==> src/rtl/tree_pkg.sv <==
// Tag decoder types: wire-type and state enums, LEB128 group width, varint limits.
package tree_pkg;

    localparam int unsigned GROUP_W       = 7;
    localparam int unsigned CNT_W         = 4;
    localparam int unsigned KEY_MAX_BYTES = 5;
    localparam int unsigned LEN_MAX_BYTES = 10;

    typedef enum logic [2:0] {
        WT_VARINT = 3'd0,
        WT_I64    = 3'd1,
        WT_LEN    = 3'd2,
        WT_SGROUP = 3'd3,
        WT_EGROUP = 3'd4,
        WT_I32    = 3'd5,
        WT_RSVD6  = 3'd6,
        WT_RSVD7  = 3'd7
    } wire_type_t;

    typedef enum logic [2:0] {
        KEY         = 3'd0,
        LEN         = 3'd1,
        EMIT        = 3'd2,
        SKIP_VARINT = 3'd3,
        SKIP_FIXED  = 3'd4,
        SKIP_LEN    = 3'd5,
        ERROR       = 3'd6
    } state_t;

    // States in which the decoder consumes input bytes.
    function automatic logic state_accepts(state_t s);
        return (s == KEY) || (s == LEN) || (s == SKIP_VARINT) ||
               (s == SKIP_FIXED) || (s == SKIP_LEN);
    endfunction

endpackage

==> src/rtl/user_tree_pkg.sv <==
// Shared user-tree definitions: identifier width used by node_tree and its feeders.
package user_tree_pkg;

    localparam int unsigned IDENT_W = 16;

endpackage

==> src/rtl/varint_accum.sv <==
// LEB128 shift-accumulator: value including the current byte, termination flag, byte count.
module varint_accum
    import tree_pkg::*;
#(
    parameter int unsigned ACC_W = 19
) (
    input  logic             clk_i,
    input  logic             reset_i,
    input  logic             en,
    input  logic [7:0]       byte_i,
    output logic [ACC_W-1:0] value_c,
    output logic             done_c,
    output logic [CNT_W-1:0] count
);

    localparam int unsigned EXT_W = ACC_W + GROUP_W;
    localparam int unsigned SH_W  = 7;

    logic [ACC_W-1:0] acc;
    logic [EXT_W-1:0] group_ext;
    logic [SH_W-1:0]  shift;

    // Merge the current 7-bit group at its position; groups beyond ACC_W fall off.
    always_comb begin
        shift     = SH_W'(count) * SH_W'(GROUP_W);
        group_ext = EXT_W'(byte_i[GROUP_W-1:0]) << shift;
        value_c   = acc | group_ext[ACC_W-1:0];
        done_c    = en & ~byte_i[7];
    end

    // Terminating byte clears the state so every new varint starts from zero.
    always_ff @(posedge clk_i or negedge reset_i) begin
        if (!reset_i) begin
            acc   <= '0;
            count <= '0;
        end else if (en) begin
            if (done_c) begin
                acc   <= '0;
                count <= '0;
            end else begin
                acc <= value_c;
                if (count != '1) begin
                    count <= count + CNT_W'(1);
                end
            end
        end
    end

endmodule

==> src/rtl/field_tag_decoder.sv <==
// Field tag decoder: parses key/length varints from a byte stream, emits field
// records, and skips non-nested payloads. Optional protocol checking is enabled
// with the FIELD_TAG_DECODER_ERR_CHECK_EN macro.
module field_tag_decoder
    import tree_pkg::*;
#(
    parameter int unsigned ID_W  = user_tree_pkg::IDENT_W,
    parameter int unsigned LEN_W = 16
) (
    input  logic             clk_i,
    input  logic             reset_i,
    input  logic [7:0]       byte_i,
    input  logic             byte_valid,
    output logic             byte_rdy,
    output logic [ID_W-1:0]  field_id_o,
    output logic [2:0]       wire_type_o,
    output logic [LEN_W-1:0] len_o,
    output logic             field_id_valid,
    input  logic             field_id_rdy,
    input  logic             nested_i,
    output logic             err_o
);

    localparam int unsigned ACC_W = (ID_W + 3 > LEN_W) ? ID_W + 3 : LEN_W;

    state_t           state;
    logic [LEN_W-1:0] skip_cnt;

    logic             byte_xfer_c;
    logic             acc_en_c;
    logic [ACC_W-1:0] acc_value_c;
    logic             acc_done_c;
    logic [CNT_W-1:0] acc_count;
    wire_type_t       key_wt_c;
    logic [ID_W-1:0]  key_id_c;
    logic             key_err_c;
    logic             len_err_c;

    assign byte_xfer_c = byte_valid & byte_rdy;
    assign acc_en_c    = byte_xfer_c & ((state == KEY) | (state == LEN));
    assign key_wt_c    = wire_type_t'(acc_value_c[2:0]);
    assign key_id_c    = ID_W'(acc_value_c >> 3);

    varint_accum #(
        .ACC_W (ACC_W)
    ) u_accum (
        .clk_i   (clk_i),
        .reset_i (reset_i),
        .en      (acc_en_c),
        .byte_i  (byte_i),
        .value_c (acc_value_c),
        .done_c  (acc_done_c),
        .count   (acc_count)
    );

`ifdef FIELD_TAG_DECODER_ERR_CHECK_EN
    // Overlong varints and group/reserved wire types are fatal protocol errors.
    assign key_err_c = (acc_count >= CNT_W'(KEY_MAX_BYTES)) ||
                       (acc_done_c && (key_wt_c inside {WT_SGROUP, WT_EGROUP, WT_RSVD6, WT_RSVD7}));
    assign len_err_c = (acc_count >= CNT_W'(LEN_MAX_BYTES));
`else
    // Without checking, odd wire types fall through to varint skipping.
    logic unused_count;
    assign unused_count = ^acc_count;
    assign key_err_c    = 1'b0;
    assign len_err_c    = 1'b0;
`endif

    // Decoder FSM with registered handshake and record outputs.
    always_ff @(posedge clk_i or negedge reset_i) begin
        if (!reset_i) begin
            state          <= KEY;
            byte_rdy       <= 1'b0;
            field_id_valid <= 1'b0;
            field_id_o     <= '0;
            wire_type_o    <= '0;
            len_o          <= '0;
            err_o          <= 1'b0;
            skip_cnt       <= '0;
        end else begin
            byte_rdy <= state_accepts(state);
            case (state)
                KEY: begin
                    if (byte_xfer_c) begin
                        if (key_err_c) begin
                            state    <= ERROR;
                            byte_rdy <= 1'b0;
                            err_o    <= 1'b1;
                        end else if (acc_done_c) begin
                            field_id_o  <= key_id_c;
                            wire_type_o <= acc_value_c[2:0];
                            len_o       <= '0;
                            if (key_wt_c == WT_LEN) begin
                                state    <= LEN;
                                byte_rdy <= 1'b1;
                            end else begin
                                state          <= EMIT;
                                byte_rdy       <= 1'b0;
                                field_id_valid <= 1'b1;
                            end
                        end
                    end
                end
                LEN: begin
                    if (byte_xfer_c) begin
                        if (len_err_c) begin
                            state    <= ERROR;
                            byte_rdy <= 1'b0;
                            err_o    <= 1'b1;
                        end else if (acc_done_c) begin
                            len_o          <= LEN_W'(acc_value_c);
                            state          <= EMIT;
                            byte_rdy       <= 1'b0;
                            field_id_valid <= 1'b1;
                        end
                    end
                end
                EMIT: begin
                    if (field_id_rdy) begin
                        field_id_valid <= 1'b0;
                        byte_rdy       <= 1'b1;
                        case (wire_type_t'(wire_type_o))
                            WT_I64: begin
                                state    <= SKIP_FIXED;
                                skip_cnt <= LEN_W'(8);
                            end
                            WT_I32: begin
                                state    <= SKIP_FIXED;
                                skip_cnt <= LEN_W'(4);
                            end
                            WT_LEN: begin
                                if (nested_i || (len_o == '0)) begin
                                    state <= KEY;
                                end else begin
                                    state    <= SKIP_LEN;
                                    skip_cnt <= len_o;
                                end
                            end
                            default: state <= SKIP_VARINT;
                        endcase
                    end
                end
                SKIP_VARINT: begin
                    if (byte_xfer_c && !byte_i[7]) begin
                        state <= KEY;
                    end
                end
                SKIP_FIXED, SKIP_LEN: begin
                    if (byte_xfer_c) begin
                        skip_cnt <= skip_cnt - LEN_W'(1);
                        if (skip_cnt == LEN_W'(1)) begin
                            state <= KEY;
                        end
                    end
                end
                ERROR: begin
                    byte_rdy <= 1'b0;
                end
                default: state <= KEY;
            endcase
        end
    end

endmodule

==> config.mk <==
export PLATFORM = sky130hd
export DESIGN_NAME = field_tag_decoder
export DESIGN_NICKNAME = d
export VERILOG_FILES = /design/src/rtl/tree_pkg.sv /design/src/rtl/user_tree_pkg.sv /design/src/rtl/varint_accum.sv /design/src/rtl/field_tag_decoder.sv
export SDC_FILE = /design/constraint.sdc
export NUM_CORES = 1
export LEC_CHECK = 0
export ABC_AREA = 0
export CORE_ASPECT_RATIO = 1.1
export CORE_MARGIN = 2
export CORE_UTILIZATION = 35
export CTS_CLUSTER_DIAMETER = 80
export DETAILED_ROUTE_END_ITERATION = 16
export SLEW_MARGIN = 20
export SYNTH_ARGS = -nofsm -noshare
export SYNTH_HDL_FRONTEND = slang
export SYNTH_SLANG_ARGS = --single-unit
==> constraint.sdc <==
create_clock -name clk_i -period 2.6 [get_ports clk_i]
set_input_delay 0.39 -clock clk_i [delete_from_list [all_inputs] [get_ports clk_i]]
set_output_delay 0.39 -clock clk_i [all_outputs]
set_load 0.02 [all_outputs]
Word-level counts from Yosys, hierarchy flattened --
Index checks and enable logic that the tools add are counted.
Cells by class: add/sub/neg operators 2, multipliers 1, div/mod/pow operators 0, $lt $le $gt $ge 0, equality and inequality tests 23, shifts and indexed selects 1, mux-type cells 39, bitwise logic cells 7, reduce and logical (&&, ||, !) cells 21
Operator list (number):
- 16-bit 2-to-1 mux | 7
- 16-bit one-hot mux with 2 select lines | 2
- 16-bit one-hot mux with 3 select lines | 1
- 3-bit 2-to-1 mux | 9
- 19-bit 2-to-1 mux | 1
- 19-bit OR | 1
- 7-bit by 7-bit left shift with 19-bit output | 1
- 3-bit one-hot mux with 6 select lines | 1
- 16-bit by 1-bit == test with 1-bit output (second input constant) | 1
- 16-bit zero test | 1
- 2-bit != test (second input constant) | 8
- 16-bit by 1-bit subtractor with 16-bit output (second input constant) | 1
- 3-bit by 2-bit == test with 1-bit output (second input constant) | 4
- 3-bit == test (second input constant) | 4
- 1-bit 2-to-1 mux | 12
- 5-bit AND reduction | 2
- 9-bit AND reduction | 1
- 4-bit 2-to-1 mux | 2
- 4-bit by 3-bit multiplier with 7-bit output (second input constant) | 1
- 7-bit AND reduction | 1
- 3-bit by 1-bit == test with 1-bit output (second input constant) | 2
- 3-bit one-hot mux with 2 select lines | 1
- 2-bit nonzero test | 3
- 1-bit logical OR | 5
- 18 further kinds | 22
Storage, ports and cells: bits in registers 79, latch bits 0, memory bits (writable) 0, bits in read-only memories 0, input bits 13, logic and storage cells 103, memories 0

Logic depth before layout (Yosys ltp) --
word-level depth 8, mapped depth 8, depth with buffers taken out 7

Modules after synthesis --
A second synthesis with hierarchy kept.
Second synthesis, totals: cells, all modules 392, area, all modules 3953.8 um^2
Modules (own cells, without submodules):
- field_tag_decoder | instances 1, cells each 290, area an instance 2813.9 um^2, sequential area each 1401.3 um^2
- varint_accum | instances 1, cells each 102, area an instance 1139.8 um^2, sequential area each 575.6 um^2

Worst setup path after synthesis --
No wires, ideal clock.
kind register -> register, from reg byte_rdy, to reg field_id_o[10], setup time 0.126 ns, data arrival time 1.663 ns, data required time 2.474 ns, setup slack 0.811 ns, stages on the path, launching flop included 8, buffers on the path 3, clock period less this slack 1.789 ns, cells stage by stage dfrtp_1 > nand2_1 > or4_1 > buf_2 > nor2_2 > buf_4 > buf_2 > a21oi_1
On the way: word-level cells in the longest chain between the ends 4
RTL lines:
- from (decl) | line field_tag_decoder.sv:14 | output logic byte_rdy,
- from (signal assigned) | line field_tag_decoder.sv:81 | byte_rdy <= state_accepts(state);
- 1-bit AND (*) | line field_tag_decoder.sv:39 | assign byte_xfer_c = byte_valid & byte_rdy;
- 1-bit AND | line field_tag_decoder.sv:40 | assign acc_en_c = byte_xfer_c & ((state == KEY) | (state == LEN));
- 1-bit AND | line varint_accum.sv:28 | done_c = en & ~byte_i[7];
- 3-bit AND reduction (no line) (*)
- to (signal assigned) | line field_tag_decoder.sv:90 | field_id_o <= key_id_c;
- to (decl) | line field_tag_decoder.sv:15 | output logic [ID_W-1:0] field_id_o,
Mark *: on every way between the ends. The rest lies on a longest branch, timed or not. A chain may end at the register's enable or synchronous reset.

Final worst setup path --
from reg state[1], to reg skip_cnt[0]
On the way: word-level cells in the longest chain between the ends 4, elaborated cells between the ends (all ways) 11, classes of those cells eq/ne: 7; mux: 1; reduce/logical: 3
RTL lines:
- from (decl) | line field_tag_decoder.sv:26 | state_t state;
- from (signal assigned) | line field_tag_decoder.sv:72 | state <= KEY;
- from (signal assigned) | line field_tag_decoder.sv:86 | state <= ERROR;
- from (signal assigned) | line field_tag_decoder.sv:94 | state <= LEN;
- 3-bit == test | line field_tag_decoder.sv:82 | case (state)
- 2-bit OR reduction | line field_tag_decoder.sv:82
- 2-bit != test (no line) or 2-bit nonzero test (tied branches)
- 5-bit AND reduction (no line)
- to (signal assigned) | line field_tag_decoder.sv:136 | skip_cnt <= len_o;
- to (signal assigned) | line field_tag_decoder.sv:150 | skip_cnt <= skip_cnt - LEN_W'(1);
- to (decl) | line field_tag_decoder.sv:27 | logic [LEN_W-1:0] skip_cnt;
Parallel ways exist; a longest one is shown, timed or not.

==> flow_summary.json <==
{
  "outcome": "finished clean",
  "comb_power_share_pct": 43.8,
  "holdWs_ns": 0.0417,
  "num_vias": 3217,
  "syn_area_per_cell_um2": 9.28,
  "placed_cells": 589,
  "drive_gt1_share_pct": 9.09,
  "yosys.area.top_type_share_pct": 52.7,
  "mostFrequentLayoutCells": "dfrtp_1, a21oi_1, nor2_1, clkdlybuf4s50_1, o21ai_0",
  "slew_violations": 0,
  "io_buffers": 49,
  "finalCriticalPeriod_ns": 2.04,
  "cts.path.max_buffers": 2,
  "grt_busiest_layer": "met2",
  "reg2reg_slack_ns": 0.56,
  "core.rowCount": 39,
  "die_x_um": 103,
  "cts.sinks": 79,
  "synthCells": 404,
  "syn_to_final_growth_pct": 27.3,
  "arrival_ns": 2.25,
  "grt_use_met1_pct": 24.8,
  "post-route-period-util_pct": 78.3,
  "antenna_found_initial": 0,
  "powerDensity_nw_per_um2": 1360,
  "ys_types": 56,
  "worstSetupPathType": "register to register",
  "cp.depth": 6,
  "first_global_vias": 2967,
  "post-cts-setup-buffer-count": 0,
  "fin_nets": 473,
  "htree_levels": 3,
  "grt_max_degree": 43,
  "hpwl_um": 6750,
  "cts_buffers": 9,
  "p_clk_share_pct": 21.4,
  "worstPathRequired_ns": 2.82,
  "layout_setup_ws_ns": 0.564,
  "ys_seq_area_share_pct": 52.7,
  "ys_ff_latch": 79,
  "ys_warn_count": 0,
  "drv_cap": 0,
  "reg2reg_depth": 6,
  "fmax_ghz": 0.491,
  "finClkSkew_ns": 0.00596,
  "grt_usage_pct": 17.2,
  "max_stage_delay_ns": 0.60,
  "crit_path_cell_trace": "nand2b_1 > or3_1 > a22oi_2 > buf_4 > nor3_1 > a211o_1",
  "start_kind": "register",
  "slowest_stage": "dfrtp_1",
  "path_clk_slew_ns": 0.06,
  "diodes": 0,
  "multi_input_area_um2": 1640,
  "drtPass1Iterations": 5,
  "async_reset_ff_share_pct": 100,
  "worst_pin_slew_ns": 0.752,
  "met2_usage_pct": 26.1,
  "crit_path_end_kind": "register",
  "core_um2": 10400,
  "met3_usage_pct": 3.42,
  "hold_viol": 0,
  "cts_tree": "built",
  "via_per_inst": 5.32,
  "total_power_mw": 6.48,
  "setup-violations-final": 0,
  "p_int_mw": 3.82,
  "synthesis.area_um2": 3750,
  "synth_top_area_cell": "dfrtp_1",
  "clk_latency_ns": 0.33,
  "critical-path-top-delay-family": "simple AND/OR/NAND/NOR gates",
  "reg2reg_to": "skip_cnt[0]",
  "crit_start": "state[1]",
  "synth_area_leaders": "dfrtp_1, a21oi_1, nor2_1",
  "final_cells": 605,
  "power_switching_mw": 2.66,
  "final_area_um2": 4770,
  "synth_fp_nets": 420,
  "nFillCells": 979,
  "wl_per_cell_um": 15.7,
  "drc": 0,
  "cts_hold_buf": 0,
  "routed_wl_um": 9480,
  "postPlaceCellArea_um2": 4440,
  "seq_area_um2": 1980,
  "pre_cts_ws_ns": 0.430,
  "ant_nets": 0,
  "rsz0062_at_grt": "false",
  "p_leak_nw": 1.98,
  "hold_class": "primary input to asynchronous set/reset pin",
  "utilization_pct": 45.9,
  "num_io_pins": 51,
  "cts-root-buf": "clkbuf_16",
  "drt_iter0_markers": 157,
  "timing.setup.tns_ns": 0,
  "endpoint": "skip_cnt[0]",
  "final_common_cell": "dfrtp_1",
  "peakVddDrop_mv": 0.611,
  "initial_utilization_pct": 36.1,
  "cp_max_fo": 33,
  "die_y_um": 113,
  "synth_edf_count": 0,
  "synth_ff_type": "dfrtp_1",
  "place.gp.congestion": 0.831,
  "die-area_um2": 11600,
  "cts_resized": 0,
  "max_slew_margin_pct": 49.7,
  "timing.rr.start": "state[1]",
  "grt_overflow": 0,
  "grt_pass1_wl_um": 15600,
  "sequentialPowerShare_pct": 34.8,
  "path_buf_inv": 1,
  "switching_share_pct": 41.0
}
-- sequential cells by signal, summed over array words and instances (netlist names) --
signal and count:
u_accum.acc 19, field_id_o 16, len_o 16, skip_cnt 16
u_accum.count 4, state 3, wire_type_o 3, byte_rdy 1
field_id_valid 1
-- synthesized netlist by cell type (3+ instances only) --
library cell,number
a21oi_1,74
nor4_1,8
or3_1,3
nor3b_1,4
inv_1,6
a22oi_1,4
ha_1,3
a31oi_1,3
buf_4,3
nor3_1,10
nand3_1,4
o21ai_0,38
dfrtp_1,79
o21a_1,5
nand2_1,28
nand2b_1,4
nor2_1,61
nand4_1,3
buf_2,8
clkbuf_1,8
-- worst min-delay path by stage --
stage	startpoint	endpoint	slack [ns]
6_report	reset_i	state[1]	0.04
2_1_floorplan	reset_i	byte_rdy	0.09
3_3_place_gp	reset_i	state[1]	0.40
3_5_place_dp	reset_i	state[2]	0.41
4_1_cts	reset_i	state[2]	0.05
5_1_grt	reset_i	state[1]	0.09
-- layer usage --
metal  share of wire (%)  vias up
met5                   0        -
met4                 1.7        0
met3                 4.4       11
met2                  47       85
met1                  46     1567
li1                    -     1554
-- power by group through the flow --
stage / sequential, mW / combinational (mW) / clock, mW
floorplan: 2.38 / 1.62 / 0
global placement: 2.26 / 2.80 / 0
detailed placement: 2.26 / 2.84 / 0
CTS: 2.25 / 2.85 / 1.41
global route: 2.32 / 3.12 / 1.47
finish: 2.25 / 2.84 / 1.38
-- cell families (layout without fill, tap and decap cells) --
kind of cell | after synthesis | after routing | synth area share (%)
AOI/OAI and AO/OA | 146 | 146 | 22.2
xor gates and xnor gates | 2 | 2 | 0.467
adders and majority gates | 3 | 3 | 1.00
buffers and inverters | 28 | 86 | 3.57
DFF | 79 | 79 | 52.7
muxes | 1 | 1 | 0.267
other | 1 | 1 | 0.100
and+or+nand+nor | 144 | 144 | 19.6
-- layout make-up --
class                      instances  area share, %
multi-input combinational        297           34.3
clock buffer                      10           5.01
tap                              143           3.75
timing repair buffer              64           13.1
inverter                           6          0.472
clock inverter                     6           1.94
sequential                        79           41.4
Note: power is estimated with default switching activity, not from simulation.
